==> config.mk <==
export PLATFORM = sky130hd
export DESIGN_NAME = fir_sample_streamer
export DESIGN_NICKNAME = d
export VERILOG_FILES = /design/src/rtl/fir_sample_streamer.sv
export SDC_FILE = /design/constraint.sdc
export NUM_CORES = 1
export LEC_CHECK = 0
export ABC_AREA = 0
export CORE_MARGIN = 2
export CORE_UTILIZATION = 45
export DETAILED_ROUTE_END_ITERATION = 10
export PLACE_DENSITY = 0.61
export SLEW_MARGIN = 20
export SYNTH_ARGS = -nofsm -noshare
export SYNTH_HDL_FRONTEND = slang
export SYNTH_SLANG_ARGS = --single-unit
==> constraint.sdc <==
create_clock -name clock -period 4.32 [get_ports clock]
set_clock_uncertainty 0.15 [all_clocks]
set_input_delay 0.432 -clock clock [delete_from_list [all_inputs] [get_ports clock]]
set_output_delay 0.432 -clock clock [all_outputs]
set_load 0.03 [all_outputs]
==> src/rtl/fir_sample_streamer.sv <==
// Sample source for the FIR input interface: buffers host-written samples and
// plays a block out at a fixed pace, then a zero tail and a one-cycle stop strobe.
module fir_sample_streamer #(
  parameter int DATA_WIDTH    = 8,
  parameter int DEPTH         = 64,
  parameter int FLUSH_LENGTH  = 20,
  parameter int SAMPLE_PERIOD = 1
) (
  input  logic                          clock,
  input  logic                          reset,
  input  logic                          writeEnable,
  input  logic [$clog2(DEPTH)-1:0]      writeAddress,
  input  logic signed [DATA_WIDTH-1:0]  writeData,
  input  logic                          start,
  input  logic [$clog2(DEPTH):0]        numSamples,
  output logic signed [DATA_WIDTH-1:0]  dataOut,
  output logic                          loadDataFlag,
  output logic                          stopDataLoadFlag,
  output logic                          busy
);

  localparam int AW = $clog2(DEPTH);
  localparam int PW = (SAMPLE_PERIOD > 1) ? $clog2(SAMPLE_PERIOD) : 1;
  localparam int FW = (FLUSH_LENGTH > 1) ? $clog2(FLUSH_LENGTH) : 1;

  localparam logic [PW-1:0] PACE_LAST  = PW'(SAMPLE_PERIOD - 1);
  localparam logic [FW-1:0] FLUSH_LAST = FW'(FLUSH_LENGTH - 1);
  localparam logic [AW:0]   DEPTH_N    = (AW + 1)'(DEPTH);

  localparam logic [2:0] S_IDLE   = 3'd0;
  localparam logic [2:0] S_STREAM = 3'd1;
  localparam logic [2:0] S_FLUSH  = 3'd2;
  localparam logic [2:0] S_STOP   = 3'd3;

  logic signed [DATA_WIDTH-1:0] mem [DEPTH];

  logic [2:0]    state, state_n;
  logic [AW-1:0] index, index_n;
  logic [AW-1:0] last_idx, last_idx_n;
  logic [FW-1:0] flush_cnt, flush_cnt_n;
  logic [PW-1:0] pace, pace_n, pace_adv;
  logic [AW:0]   n_clamped;

  logic                         load_n, stop_n, busy_n;
  logic signed [DATA_WIDTH-1:0] data_n;

  // Buffer has no reset; writes are only accepted while idle.
  always_ff @(posedge clock) begin
    if (writeEnable && (state == S_IDLE)) begin
      mem[writeAddress] <= writeData;
    end
  end

  always_comb begin
    n_clamped = (numSamples > DEPTH_N) ? DEPTH_N : numSamples;
    pace_adv  = (pace == PACE_LAST) ? '0 : pace + 1'b1;
  end

  // Pace counter free-runs through STREAM/FLUSH/STOP so slot spacing never slips.
  always_comb begin
    state_n     = state;
    index_n     = index;
    last_idx_n  = last_idx;
    flush_cnt_n = flush_cnt;
    pace_n      = pace;
    load_n      = 1'b0;
    stop_n      = 1'b0;
    data_n      = '0;
    busy_n      = 1'b0;
    case (state)
      S_IDLE: begin
        if (start) begin
          index_n     = '0;
          flush_cnt_n = '0;
          pace_n      = '0;
          last_idx_n  = AW'(n_clamped - 1'b1);
          if (n_clamped != '0) begin
            state_n = S_STREAM;
          end else if (FLUSH_LENGTH == 0) begin
            state_n = S_STOP;
          end else begin
            state_n = S_FLUSH;
          end
        end
      end
      S_STREAM: begin
        busy_n = 1'b1;
        pace_n = pace_adv;
        if (pace == '0) begin
          load_n  = 1'b1;
          data_n  = mem[index];
          index_n = index + 1'b1;
          if (index == last_idx) begin
            state_n = (FLUSH_LENGTH == 0) ? S_STOP : S_FLUSH;
          end
        end
      end
      S_FLUSH: begin
        busy_n = 1'b1;
        pace_n = pace_adv;
        if (pace == '0) begin
          load_n      = 1'b1;
          flush_cnt_n = flush_cnt + 1'b1;
          if (flush_cnt == FLUSH_LAST) begin
            state_n = S_STOP;
          end
        end
      end
      S_STOP: begin
        busy_n = 1'b1;
        pace_n = pace_adv;
        if (pace == '0) begin
          stop_n  = 1'b1;
          state_n = S_IDLE;
        end
      end
      default: begin
        state_n = S_IDLE;
      end
    endcase
  end

  always_ff @(posedge clock or negedge reset) begin
    if (!reset) begin
      state            <= S_IDLE;
      index            <= '0;
      last_idx         <= '0;
      flush_cnt        <= '0;
      pace             <= '0;
      dataOut          <= '0;
      loadDataFlag     <= 1'b0;
      stopDataLoadFlag <= 1'b0;
      busy             <= 1'b0;
    end else begin
      state            <= state_n;
      index            <= index_n;
      last_idx         <= last_idx_n;
      flush_cnt        <= flush_cnt_n;
      pace             <= pace_n;
      dataOut          <= data_n;
      loadDataFlag     <= load_n;
      stopDataLoadFlag <= stop_n;
      busy             <= busy_n;
    end
  end

endmodule

# Word-level counts from Yosys, hierarchy flattened
# Memories as Yosys holds them, arrays and structs flattened.
# Cells that the tools add are included.
# word_totals
register_bits	32
ram_bits	512
in_bits	25
out_inout_bits	11
word_cells	65
memories	1
# classes
add_sub_neg	4
order_cmp	1
n_eq_ne	11
n_mux	26
reduce_logical	13
# memory_table
memory	words	word_bits	rd	rd_ports_with_merged_regs	wr	line	rtl
mem	64	8	1	0	1	35	logic signed [DATA_WIDTH-1:0] mem [DEPTH];
# op_table
op	count
2-to-1 mux 3 bit	6
2-to-1 mux 8 bit	2
2-to-1 mux 6 bit	2
!= test 2 bit, second input constant	6
case mux 3 bit (4 select lines)	1
case mux 6 bit (2 select lines)	1
2-to-1 mux 5 bit	2
case mux 5 bit (2 select lines)	1
2-to-1 mux 1 bit	8
greater-than comparator 7 bit, second input constant	1
2-to-1 mux 7 bit	1
nonzero test 7 bit	1
adder 6 x 1 -> 6 bit, second input constant	1
== test 3 x 2 -> 1 bit, second input constant	2
== test 6 bit	1
AND reduction 3 bit	2
AND reduction 6 bit	1
nonzero test 2 bit	3
subtractor 6 x 1 -> 6 bit, second input constant	1
adder 5 x 1 -> 5 bit, second input constant	1
== test 5 bit, second input constant	1
AND reduction 2 bit	2
== test 3 x 1 -> 1 bit, second input constant	1
logical NOT 3 bit	1
other kinds (6)	6

# Longest topological paths before layout
# Gate-level depths: netlist of the first run.
# depth
word_depth	6
mapped_depth	9
ltp_nobuf	7

# Least setup slack after synthesis of the first run
# No wires, ideal clock.
# synth_path
path_kind	reg2reg
from	reg state[0]
to	mem mem[40][0], enable pin
setup_ps	370
arrival_time_ps	1781
t_required_ps	3800
slack_ps	2018
path_stages_with_launch	7
n_path_buf	1
period_less_slack_ps	2302
path_cell_list	dfrtp_1 > inv_1 > ha_1 > clkbuf_1 > nor2b_1 > nand2_1 > nor2_1
# synth_via
elab_chain_len	4
# synth_rtl
item	line	rtl
start: declaration	37	logic [2:0] state, state_n;
start signal: assignment	135	state <= state_n;
logical NOT 3 bit	49	if (writeEnable && (state == S_IDLE)) begin
logical AND 1 bit	49	
2-to-1 mux 1 bit	49	
2-to-1 mux 1 bit (implied by the code)	50	mem[writeAddress] <= writeData;
end: declaration	35	
# No other way between the ends.

# Final worst setup path of the first run
# layout_path
from	reg state[0]
to	mem mem[51][2], enable pin
# The elaborated chain is that of the path after synthesis.

==> impl_metrics.tcl, run 1 <==
set metrics [dict create \
    pwr-share-seq_pct 46.4 \
    synth_common_cells "512 x edfxtp_1, 122 x mux2i_1, 83 x nor2_1, 56 x mux4_2, 39 x nand2_1" \
    min_period_ns 3.10 \
    synth_top_area_share_pct 71.4 \
    syn_area_um2 21500 \
    ir_drop_v 0.000482 \
    grt_pass1_wl_mm 72.2 \
    reg2regPathDepth 5 \
    area_growth_pct 11.6 \
    synth_cells 1183 \
    seqCellArea_um2 16100 \
    die_area_um2 49600 \
    fin_cells 1885 \
    hold_path.class "input pin to async pin" \
    drt-wirelength-per-cell_um 25.6 \
    setup_tns_ns 0 \
    period_share_pct 71.7 \
    synth_enable_flop_cells 512 \
    nFillCells 3887 \
    r2r-start "state[0]" \
    placed_cells 1796 \
    synth_most_common_cell "edfxtp_1" \
    post_cts_resized 0 \
    synthArstFlopShare_pct 5.54 \
    setup_viol 0 \
    fmax_ghz 0.323 \
    vias 11000 \
    drc 0 \
    drt_iter0_drc 1101 \
    dp_hpwl_mm 30.2 \
    critPathMaxFanout 12 \
    switchingPower_w 0.00370 \
    cts_tree "built" \
    dr.pass1.iters 5 \
    cts_sinks 542 \
    p_int_w 0.00946 \
    yosys_warnings 0 \
    track_usage_pct 19.8 \
    crit_type "register to register" \
    maxSlewViolCount 0 \
    grt_start_max_net_pins 77 \
    cts_buffers 53 \
    num_rows 80 \
    dieHeight_um 223 \
    synth_area_leaders "edfxtp_1 71%, mux4_2 5.9%, mux2i_1 5.7%" \
    clock_power_share_pct 32.1 \
    final_util_pct 50.6 \
    drive_above_1_share_pct 14.6 \
    root_buffer "clkbuf_16" \
    start_util_pct 45.4 \
    critPathLaunch "state[0]" \
    ys_seq_area_share_pct 74.9 \
    gp_congestion 0.807 \
    hold_viol 0 \
    coreArea_um2 47400 \
    yosysUniqueCellTypes 57 \
    cp.arrival_ns 3.16 \
    leakagePower_nw 7.63 \
    required_ns 4.38 \
    die_w_um 223 \
    io_pins 36 \
    clk_latency_ns 0.59 \
    cts_max_path_buffers 3 \
    grt_pass1_vias 11100 \
    yosysTopAreaCell "edfxtp_1" \
    hold_slack_ns 0.101 \
    multi_input_area_um2 5020 \
    ys.flop_type "edfxtp_1" \
    crit_path_start_kind "register" \
    relSlewSlack_pct 33.3 \
    cts_setup_buffers 0 \
    cap_violations 0 \
    routed_via_density 5.81 \
    rrSetupSlack_ns 1.22 \
    finalWirelength_mm 48.3 \
    power_frac_comb_pct 21.5 \
    status "finished, final reports clean" \
    cts_hold_buf 0 \
    synth_seq_cells 542 \
    syn_avg_cell_area_um2 18.2 \
    syn_nets 1216 \
    grt_overflow 0 \
    path_clk_slew_ns 0.06 \
    io_buffers 35 \
    h-tree-depth 2 \
    antenna_found_initial 0 \
    power_density_nw_per_um2 547 \
    end_kind "register" \
    rsz0062_at_grt "no" \
    reg2reg_to "mem[51][2]" \
    ant_nets 0 \
    fin_nets 1269 \
    netSwitchingFraction_pct 28.1 \
    tightest_slew_ns 0.997 \
]
-- through the flow --
| step | cell area (µm²) | power [W] | worst slack (ns) |
|---|---|---|---|
| after floorplan | 21500 | 0.00816 | 2.02 |
| after global placement | 22500 | 0.00906 | 1.15 |
| after detailed placement | 22500 | 0.00907 | 1.13 |
| after CTS | 24000 | 0.0133 | 1.25 |
| after global routing | 24000 | 0.0137 | 1.09 |
| final | 24000 | 0.0132 | 1.22 |
-- critical path: stages, from the launching register on --
cell	delay (ns)
dfrtp_1	0.41
inv_1	0.13
ha_1	0.49
nor2b_1	0.31
nand2_1	0.42
nor2_1	0.80
-- power by group through the flow --
| stage | Combinational, W | Sequential [W] | Clock, W |
|---|---|---|---|
| after floorplan | 0.00204 | 0.00612 | 0 |
| after global placement | 0.00283 | 0.00623 | 0 |
| after detailed placement | 0.00284 | 0.00623 | 0 |
| after CTS | 0.00285 | 0.00612 | 0.00429 |
| after global routing | 0.00303 | 0.00614 | 0.00448 |
| final | 0.00283 | 0.00611 | 0.00422 |
-- layout make-up --
class,count,share of cell area [%]
flip-flops and latches,542,67.1
multi-input cells,568,20.9
clock buffers,67,5.82
well taps,615,3.20
repair buffers,63,2.23
clock inverters,21,0.599
inverters,8,0.125
diodes,1,0.0104
-- per-layer routing --
| metal | wire [µm] | GRT usage [%] | vias up |
|---|---|---|---|
| met5 | 0 | 0 | - |
| met4 | 870 | 4.59 | 0 |
| met3 | 3060 | 3.76 | 62 |
| met2 | 23000 | 31.2 | 344 |
| met1 | 21400 | 28.8 | 5683 |
| li1 | - | - | 4870 |
-- state kept, by name, summed over array words and instances (netlist names) --
name and flops:
busy 1, dataOut 8, flush_cnt 5, index 6
last_idx 6, loadDataFlag 1, mem 512, state 2
stopDataLoadFlag 1
-- cell usage in the layout, fill, tap and decap left out, types with 6 or more instances in the layout --
cell type        count
inv_1                6
buf_2                7
mux2_2              18
xnor2_1              9
a21oi_1             25
a22o_1               8
mux4_2              56
nand4_1              6
o21ai_0             16
nand2_1             39
buf_4               28
nand2b_1             6
o22ai_1             21
mux2i_1            122
clkbuf_16           53
nor2b_1             13
dfrtp_1             28
a221oi_1             9
o221ai_1            24
nand3_1             19
nor3_1              10
a22oi_1             15
edfxtp_1           512
nor2_1              83
ha_1                 8
clkbuf_1            12
a211oi_1             8
a221oi_2             6
a211o_1              8
clkinv_2             7
clkdlybuf4s50_1     27
clkinv_1            13
-- cell families (layout without fill, tap and decap cells) --
family	Yosys count	count (layout)	share of synthesized area, %
buffers and inverters	73	159	1.78
adder cells (fa/ha/maj)	8	8	0.465
other	0	1	0
AO/OA/AOI/OAI	156	156	5.39
XOR/XNOR	13	13	0.529
AND/OR/NAND/NOR	192	192	4.08
flip-flops	542	542	74.9
multiplexers	199	199	12.8
-- worst max-delay path by stage --
| stage | slack [ns] | end | cells past startpoint |
|---|---|---|---|
| after CTS | 1.25 | dataOut[3] | 5 |
| final | 1.22 | mem[51][2] | 5 |
| after global placement | 1.15 | mem[52][2] | 4 |
| after detailed placement | 1.13 | mem[52][7] | 4 |
| after floorplan | 2.02 | mem[40][0] | 6 |
| after global routing | 1.09 | mem[8][6] | 5 |
No activity file was read; power rests on OpenSTA's default activity.
==> inputs of run 2 (changes only) <==
Clock period 4.32 ns to 3 ns, I/O delays scaled along.
==> impl_metrics.tcl, run 2 (synthesized netlist as in run 1, its figures left out) <==
set metrics [dict create \
    status "finished, final reports clean" \
    die_area_um2 49600 \
    path_delay_family "compound AO/OA/AOI/OAI gates" \
    leakagePower_nw 8.31 \
    ir_drop_v 0.000517 \
    crit_path_start_kind "register" \
    final_common_cell "edfxtp_1" \
    mostFrequentLayoutCells "512 x edfxtp_1, 123 x buf_4, 122 x mux2i_1" \
    period_share_pct 91.2 \
    path_clk_slew_ns 0.06 \
    dr.pass1.iters 5 \
    fin_area_um2 25100 \
    start_util_pct 45.4 \
    cap_violations 0 \
    cts_buffers 56 \
    p_int_w 0.0143 \
    maxSlewViolCount 0 \
    critPathMaxFanout 27 \
    switchingPower_w 0.00553 \
    finalWirelength_mm 51.1 \
    fmax_ghz 0.366 \
    cts_setup_buffers 0 \
    placed_cells 1902 \
    rsz0062_at_grt "no" \
    relSlewSlack_pct 35.3 \
    clock_power_share_pct 33.1 \
    routed_via_density 5.72 \
    cts_hold_buf 1 \
    cts_tree "built" \
    area_growth_pct 16.7 \
    netSwitchingFraction_pct 27.9 \
    drt-wirelength-per-cell_um 25.5 \
    post_dp_cell_area_um2 23400 \
    tightest_slew_ns 0.970 \
    drt_iter0_drc 1201 \
    coreArea_um2 47400 \
    fin_nets 1379 \
    die_w_um 223 \
    drc 0 \
    regMostFlops "mem" \
    setup_viol 0 \
    drive_above_1_share_pct 21.7 \
    reg_top3 "mem: 512 flops, dataOut: 8 flops" \
    path_cells "buf_12 -> buf_12 -> buf_4 -> mux2i_1 -> o221ai_1 -> a21oi_1 -> a22o_1 -> o22ai_1" \
    hold_path.class "input pin to register" \
    cts_sinks 542 \
    path_buf_inv 3 \
    vias 11500 \
    track_usage_pct 20.9 \
    cp_slowest_cell "dfrtp_4" \
    antenna_found_initial 0 \
    fin_cells 2003 \
    h-tree-depth 2 \
    num_rows 80 \
    grt_pass1_wl_mm 75.7 \
    crit_type "register to register" \
    required_ns 3.32 \
    power_density_nw_per_um2 788 \
    ant_nets 0 \
    dieHeight_um 223 \
    io_pins 36 \
    power_frac_comb_pct 22.6 \
    power_w 0.0198 \
    setup_tns_ns 0 \
    post_cts_resized 0 \
    clk_latency_ns 0.60 \
    grt_overflow 0 \
    hold_viol 0 \
    largest_reg_flops 512 \
    pwr-share-seq_pct 44.3 \
    dp_hpwl_mm 32.8 \
    crit_top_cell "buf_12" \
    gp_congestion 0.796 \
    grt_start_max_net_pins 65 \
    cts_max_path_buffers 3 \
    end_kind "register" \
    io_buffers 35 \
    rrSetupSlack_ns 0.26 \
    grt_pass1_vias 11400 \
    root_buffer "clkbuf_16" \
    slowest_delay_ns 0.72 \
    min_period_ns 2.74 \
    n_antenna_cell 0 \
    cp.arrival_ns 3.06 \
]
## run 2: path summary, 6_finish.rpt
path                         startpoint           to  cells after the start
max                            index[0]   dataOut[0]                      8
min                        writeData[5]   mem[59][5]                      2
max reg2reg                    index[0]   dataOut[0]                      8
min reg2reg                 last_idx[3]  last_idx[3]                      2
max in group asynchronous         reset   dataOut[6]                      2
min in group asynchronous         reset     index[0]                      1
## run 2: cell type report
class / instances / area, µm²
Clock buffer: 75 / 1510
Fill cell: 3851 / 22300
Clock inverter: 25 / 198
Sequential cell: 542 / 16100
Timing Repair Buffer: 170 / 1460
Inverter: 8 / 30.0
Multi-Input combinational cell: 568 / 5020
Tap cell: 615 / 769
## run 2: through the flow
| stage | setup slack, ns | hold WS (ns) | util [%] |
|---|---|---|---|
| final | 0.264 | 0.0533 | 53.0 |
| after global routing | 0.0693 | 0.0688 | 53.0 |
| after CTS | 0.166 | 0.0613 | 53.0 |
| after detailed placement | 0.179 | 0.361 | 49.3 |
| after global placement | 0.208 | 0.344 | 49.3 |
| after floorplan | 0.698 | -0.146 | - |
## run 2: worst reg2reg max path, stage by stage (launching register included)
cell	delay, ns
dfrtp_4	0.72
buf_12	0.28
buf_12	0.27
buf_4	0.17
mux2i_1	0.21
o221ai_1	0.23
a21oi_1	0.23
a22o_1	0.25
o22ai_1	0.10
## run 2: per-layer routing
metal	track usage [%]	vias to the layer above	share of wire (%)
met3	3.36	71	6.4
met4	5.82	0	2.1
met5	0	-	0
met2	31.8	371	46
li1	-	5103	-
met1	31.3	5907	45
## run 2: power by group through the flow
stage | registers (W) | logic, W | clock network, W
3_5_place_dp | 0.00893 | 0.00450 | 0
5_1_grt | 0.00880 | 0.00479 | 0.00696
3_3_place_gp | 0.00893 | 0.00447 | 0
4_1_cts | 0.00877 | 0.00452 | 0.00666
2_1_floorplan | 0.00882 | 0.00294 | 0
6_report | 0.00877 | 0.00448 | 0.00656
==> inputs of run 3 (changes only) <==
Settings changed: CORE_UTILIZATION 45 to 30, PLACE_DENSITY 0.61 to 0.44, SETUP_SLACK_MARGIN set to 0.3, SKIP_CTS_REPAIR_TIMING set to 1.
==> impl_metrics.tcl, run 3 (synthesized netlist as in run 1, its figures left out) <==
set metrics [dict create \
    fin_nets 1390 \
    crit_type "register to register" \
    start_util_pct 30.2 \
    grt_start_max_net_pins 65 \
    cts_max_path_buffers 3 \
    cts_sinks 542 \
    ant_nets 0 \
    rsz0062_at_grt "yes" \
    dp_slack_ns 0.293 \
    drt-wirelength-per-cell_um 24.5 \
    area_growth_pct 20.3 \
    dr.pass1.iters 5 \
    crit_path_start_kind "register" \
    setup_viol 0 \
    path_cells "buf_4 -> clkinvlp_4 -> buf_4 -> mux2_2 -> a221oi_2 -> o22ai_1" \
    tightest_slew_ns 1.01 \
    crit_top_cell "buf_4" \
    gr-usage-met1_pct 22.4 \
    regMostFlops "mem" \
    hold_viol 0 \
    antenna_found_initial 2 \
    critPathMaxFanout 11 \
    die_w_um 272 \
    fin_cells 2358 \
    maxSlewViolCount 0 \
    post_dp_cell_area_um2 23800 \
    coreArea_um2 71200 \
    top_usage_layer "met2" \
    die_area_um2 73900 \
    dp_hpwl_mm 38.0 \
    slowest_delay_ns 0.62 \
    grt_pass1_wl_mm 84.3 \
    mostFrequentLayoutCells "512 x edfxtp_1, 129 x buf_4, 122 x mux2i_1" \
    fmax_ghz 0.385 \
    io_pins 36 \
    cts_tree "built" \
    dieHeight_um 272 \
    path_clk_slew_ns 0.07 \
    reg_top3 "mem: 512 flops, dataOut: 8 flops" \
    min_period_ns 2.60 \
    fin_area_um2 25900 \
    finalWirelength_mm 57.7 \
    grt_overflow 0 \
    io_buffers 35 \
    period_share_pct 86.6 \
    largest_reg_flops 512 \
    relSlewSlack_pct 32.6 \
    met2_usage_pct 24.4 \
    power_density_nw_per_um2 798 \
    leakagePower_nw 8.48 \
    cp_slowest_cell "dfrtp_1" \
    ir_drop_v 0.000447 \
    hold_path.class "input pin to register" \
    drc 0 \
    grtUsageMet3_pct 2.64 \
    drt_iter0_drc 862 \
    cts_buffers 59 \
    num_rows 98 \
    required_ns 3.33 \
    end_kind "register" \
    clk_latency_ns 0.62 \
    root_buffer "clkbuf_16" \
    setup_ws_ns 0.401 \
    vias 11500 \
    routed_via_density 4.88 \
    h-tree-depth 2 \
    status "finished, final reports clean" \
    grt_pass1_vias 11800 \
    final_common_cell "edfxtp_1" \
    hold_slack_ns 0.0141 \
    cp.arrival_ns 2.92 \
    cap_violations 0 \
    setup_tns_ns 0 \
    drive_above_1_share_pct 23.4 \
    placed_cells 2238 \
    track_usage_pct 15.7 \
    gp_congestion 0.760 \
]
run 3: cell count changes in the layout (fill, tap and decap cells not counted), moves of 2 or more:
cell,before,now
buf_4,123,129
clkbuf_8,2,6
o21ai_1,2,4
clkbuf_16,57,60
bufinv_16,3,6
diode_2,0,2
clkinv_1,11,7
clkbuf_1,16,13
o21ai_0,16,14
clkinvlp_4,1,5
inv_6,0,3
run 3: area by class of cell:
class,count,area [µm²]
timing repair buffer,178,1540
clock buffer,79,1630
tap,950,1190
antenna,2,5.00
fill,6656,45300
inverter,8,33.8
multi-input combinational,568,5030
clock inverter,31,335
sequential,542,16100
run 3: final timing paths:
kind	depth (start not counted)	start	slack [ns]	end
worst min-delay path	1	writeData[5]	0.01	mem[60][5]
max in group asynchronous	3	reset	1.71	index[1]
worst max-delay path	6	index[3]	0.40	dataOut[1]
min in group asynchronous	2	reset	0.36	last_idx[1]
worst max register to register	6	index[3]	0.40	dataOut[1]
worst min register to register	1	last_idx[4]	0.37	last_idx[4]
run 3: critical path: cells and delay by family (launching register included):
| kind | cells | cell delay (ns) |
|---|---|---|
| muxes | 1 | 0.31 |
| buffers and inverters | 3 | 0.82 |
| DFF | 1 | 0.62 |
| AOI/OAI and AO/OA | 2 | 0.54 |
run 3: per-layer routing:
| layer | part of all wire, % | vias to the layer above |
|---|---|---|
| met4 | 2.8 | 2 |
| met5 | 0.023 | - |
| met1 | 47 | 6018 |
| met2 | 46 | 266 |
| met3 | 4.6 | 91 |
| li1 | - | 5138 |
run 3: report_power, final:
| part | total [W] | switching (W) | leakage, nW | internal [W] |
|---|---|---|---|---|
| sequential | 0.00868 | 0.000213 | 4.99 | 0.00847 |
| clock | 0.00735 | 0.00301 | 0.959 | 0.00434 |
| combinational | 0.00463 | 0.00263 | 2.53 | 0.00200 |
run 3: per-stage QoR:
stage / power (W) / utilization, %
after floorplan: 0.0118 / -
after global placement: 0.0135 / 33.5
after detailed placement: 0.0135 / 33.5
final: 0.0207 / 36.4
after global routing: 0.0215 / 36.4
after CTS: 0.0209 / 36.2
==> patch 1 (settings of run 3) <==
Reset style: synchronous (`reset`), changed in one clocked block.
--- a/src/rtl/fir_sample_streamer.sv
+++ b/src/rtl/fir_sample_streamer.sv
@@ -122,3 +122,3 @@
 
-  always_ff @(posedge clock or negedge reset) begin
+  always_ff @(posedge clock) begin
     if (!reset) begin
Check against the original RTL: differs if reset is asserted again (counterexample within 4 cycles, from zero or initial values and one cycle with reset low); with reset held inactive, the same outputs for 4 cycles.
==> patch 1 against run 3 <==
  * Cell area barely moved
  * Routed wire length up 0.37%
  * Cell count shrank 1.9%
  * Sequential cell count is the same
  * Critical path depth up 1
  * Synthesized area down 0.96%
  * Synthesized cell count decreased by 4.4%
  * Setup slack got worse by 0.011 ns
Power is not compared: it rests on default switching activity, and its combinational part moved more than twofold at a synthesized area within 25%.
==> patch 1: results (changes against run 3) <==
Synth cell types 55 (-3.5%); GP Congestion 0.765 (+0.76%); status finished, final reports clean; number of global-route vias before repair 11.5k (-2.6%); Clk Latency, worst-skew pair 0.62 ns (about the same); CTS buffer count 59 (unchanged); Syn. warnings 0 (unchanged); initial antenna violation count 2 (unchanged); Final Routed Wirelength 57900 microns (+0.37%); IO buf count 35 (unchanged); Reg clk slew, reported paths 0.06 ns; Worst Hold Class in2reg; Iter 0 DRT Violations 1000 (+16%); drt first pass iters 4 (-1); pin count of the biggest net entering global routing 65 (unchanged); Area contributors post-synth edfxtp_1, mux4_2, mux2i_1, dfxtp_1, nor2_1; gr usage total 15.9% (+0.16 points); Critical Path AT 2.95 ns (+0.03 ns); synthesized area per cell 18.8 sq um (+3.6%); Vias per Instance 4.81 (-1.4%); Clock Path Buffers 3 (unchanged); first-pass GRT wire length 83700 microns (-0.78%); DP Cell Count 2191 (-2.1%); slew margin rel. 32.0% (-0.60 points); register area share after synthesis 74.9% (about the same); nets 1356 (-2.4%); most frequent cells after synthesis edfxtp_1, nor2_1, mux4_2; LEAKAGE between 8 and 9 nW; EDFF count, synth 512 (unchanged); internal power approximately 14 mW; Post-synth ARST share 0% (-5.5 points); share of cells above drive strength 1 26.5% (+3.1 points); per-cell routed wire length 25.0 microns (+2.3%); largest registers mem: 512 flops, dataOut: 8 flops; hpwl dp 38000 microns (-0.17%); clock root buffer clkbuf_16; CP max FO 13 (+2); Synth Net Count 1165 (-4.2%)
==> patch 1: power by group through the flow <==
stage	combinational [mW]	sequential [mW]	clock, mW
final	2.28	8.51	7.76
after global routing	2.47	8.52	8.25
after CTS	2.26	8.52	7.95
after detailed placement	2.26	8.68	0
after global placement	2.25	8.68	0
after floorplan	1.37	8.65	0
==> patch 1: worst paths after layout <==
path | from | to | slack (ns) | cells past startpoint
worst max-delay path | index[0] | dataOut[7] | 0.39 | 7
worst min-delay path | writeData[4] | mem[53][4] | 0.13 | 1
worst max register to register | index[0] | dataOut[7] | 0.39 | 7
worst min register to register | flush_cnt[0] | flush_cnt[0] | 0.35 | 2
==> patch 1: worst max-delay path, stage by stage (launching register included) <==
cell,delay [ns]
dfxtp_4,0.51
buf_12,0.18
buf_4,0.21
buf_4,0.16
mux4_2,0.54
a22o_1,0.28
a211oi_2,0.32
o32ai_1,0.13
==> patch 1: cell type report <==
class / count / area [sq um]
diodes: 1 / 2.50
clock buffers: 81 / 1620
clock inverters: 30 / 463
fillers: 6551 / 44200
inverters: 6 / 22.5
multi-input cells: 520 / 4980
flip-flops and latches: 542 / 16000
well taps: 940 / 1180
repair buffers: 193 / 1660
==> patch 1: routing by layer <==
metal  wire (microns)  share of wire, %  track usage [%]
met5               20             0.035                0
met4             1180               2.0             3.90
met3             2860               4.9             3.27
met2            26300                45             24.4
met1            27500                48             22.9
==> patch 1: through the flow <==
stage               instance area (sq um)  setup slack (ns)  total power [mW]  hold slack (ns)
floorplan                           21300             0.724              10.0            0.249
global placement                    23700             0.179              10.9            0.324
detailed placement                  23700             0.168              10.9            0.339
CTS                                 25800             0.191              18.7          -0.0942
global route                        25900             0.316              19.2            0.149
finish                              25900             0.390              18.6            0.133
==> patch 1: kinds of logic (layout without fill, tap and decap cells) <==
logic type / count (synthesis) / in the layout / synth area share, %
buffers and inverters: 69 / 310 / 1.77
AOI/OAI and AO/OA: 138 / 138 / 4.82
and+or+nand+nor: 188 / 188 / 4.08
adders and majority gates: 9 / 9 / 0.528
DFF: 542 / 542 / 74.9
muxes: 169 / 169 / 13.2
other: 0 / 1 / 0
xor gates and xnor gates: 16 / 16 / 0.657
==> patch 2 (flow settings as in run 3) <==
Without the edit above. `DEPTH`: 64 -> 32.
--- a/src/rtl/fir_sample_streamer.sv
+++ b/src/rtl/fir_sample_streamer.sv
@@ -4,3 +4,3 @@
   parameter int DATA_WIDTH    = 8,
-  parameter int DEPTH         = 64,
+  parameter int DEPTH         = 32,
   parameter int FLUSH_LENGTH  = 20,
Ports: changed (resized numSamples and writeAddress); port bits go from 36 to 34. No check against the original RTL was run, so the function may have changed too.
==> patch 2 against run 3 <==
  * Cell count is 46% lower
  * Routed wire length is 53% lower
  * Clock power is 46% lower
  * Worst hold slack better by 0.038 ns
  * Total power is 46% lower
  * Synthesized area is 47% lower
  * Setup slack better by 0.11 ns
  * Via count is 48% lower
  * Sequential cell count is 258 lower
  * Cell area is 47% lower
  * Synthesized cell count is 47% lower
  * Fmax is 4.4% higher
  * Combinational power is 47% lower
  * Largest cell class unchanged
  * Highest routed layer is now met4
==> patch 2: results (changes against run 3) <==
Worst Hold Class in2async; DP Cell Count 1207 (-46%); status finished, final reports clean; GP Congestion 0.766 (+0.83%); Syn Inst Count 632 (-47%); initial antenna violation count 0 (-2); first-pass GRT wire length 41100 microns (-51%); met1 wire length 12000 microns (-55%); Area contributors post-synth edfxtp_1, mux4_2, dfrtp_1, mux2i_1, mux4_1; EDFF count, synth 256 (-50%); largest stage delay on the critical path 0.75 ns (+0.13 ns); met2 WL 13400 microns (-50%); Vias per Instance 4.77 (-2.3%); Worst-Margin Slew 0.632 ns (-0.377 ns); IO buf count 33 (-5.7%); nets 764 (-45%); Final Routed Wirelength 27300 microns (-53%); worst slack at placement 0.307 ns (+0.0148 ns); CP max FO 22 (+11); pin count of the biggest net entering global routing 52 (-20%); Worst path slowest cell dfrtp_4; share of cells above drive strength 1 21.1% (-2.3 points); Critical Path AT 2.73 ns (-0.19 ns); gr usage total 14.3% (-1.4 points); total number of vias 6037 (-48%); Iter 0 DRT Violations 369 (-57%); metal3 WL 1270 microns (-52%); met2 usage 24.4% (-0.052 points); largest registers mem: 256 flops, dataOut: 8 flops; LEAKAGE 4.61 nW (-46%); dpl cell area 12700 sq um (-47%); worst vdd ir 285 uV (-36%)
patch 2: logic make-up (layout without fill, tap and decap cells):
family	Yosys count	count (layout)	share of synthesized area (%)
flip-flops	284	284	73.5
adder cells (fa/ha/maj)	9	9	0.986
AND/OR/NAND/NOR	112	112	4.79
AO/OA/AOI/OAI	88	88	5.15
buffers and inverters	40	162	2.08
multiplexers	89	89	12.7
XOR/XNOR	10	10	0.767
patch 2: layout make-up:
cell class | count | area, sq um
clock buffer | 43 | 906
clock inverter | 15 | 175
fill | 3457 | 23800
inverter | 6 | 22.5
multi-input combinational | 308 | 2790
sequential | 284 | 8390
tap | 511 | 639
timing repair buffer | 98 | 868
patch 2: report_power, final:
group / switching [mW] / leakage (nW) / internal, mW
clock network: 1.51 / 0.525 / 2.47
registers: 0.239 / 2.66 / 4.50
logic: 1.31 / 1.42 / 1.14
total: 3.06 / 4.61 / 8.11
patch 2: worst register-to-register path: cells and delay by family, from the launching register on:
family | cells | cell delay, ns
DFF | 1 | 0.75
and+or+nand+nor | 1 | 0.20
AOI/OAI and AO/OA | 2 | 0.51
buffers and inverters | 1 | 0.24
muxes | 1 | 0.53
patch 2: worst paths after layout:
check,to,from,cells after the start
max,dataOut[1],index[0],5
min,dataOut[6],reset,2
max reg2reg,dataOut[1],index[0],5
min reg2reg,last_idx[2],last_idx[2],2
max in group asynchronous,index[0],reset,2
min in group clock,last_idx[0],numSamples[0],3
patch 2: stage by stage:
| stage | power, mW | hold WS (ns) |
|---|---|---|
| detailed placement | 7.33 | 0.346 |
| floorplan | 6.48 | -0.146 |
| global placement | 7.30 | 0.359 |
| global route | 11.7 | 0.0890 |
| CTS | 11.4 | 0.0477 |
| finish | 11.2 | 0.0524 |
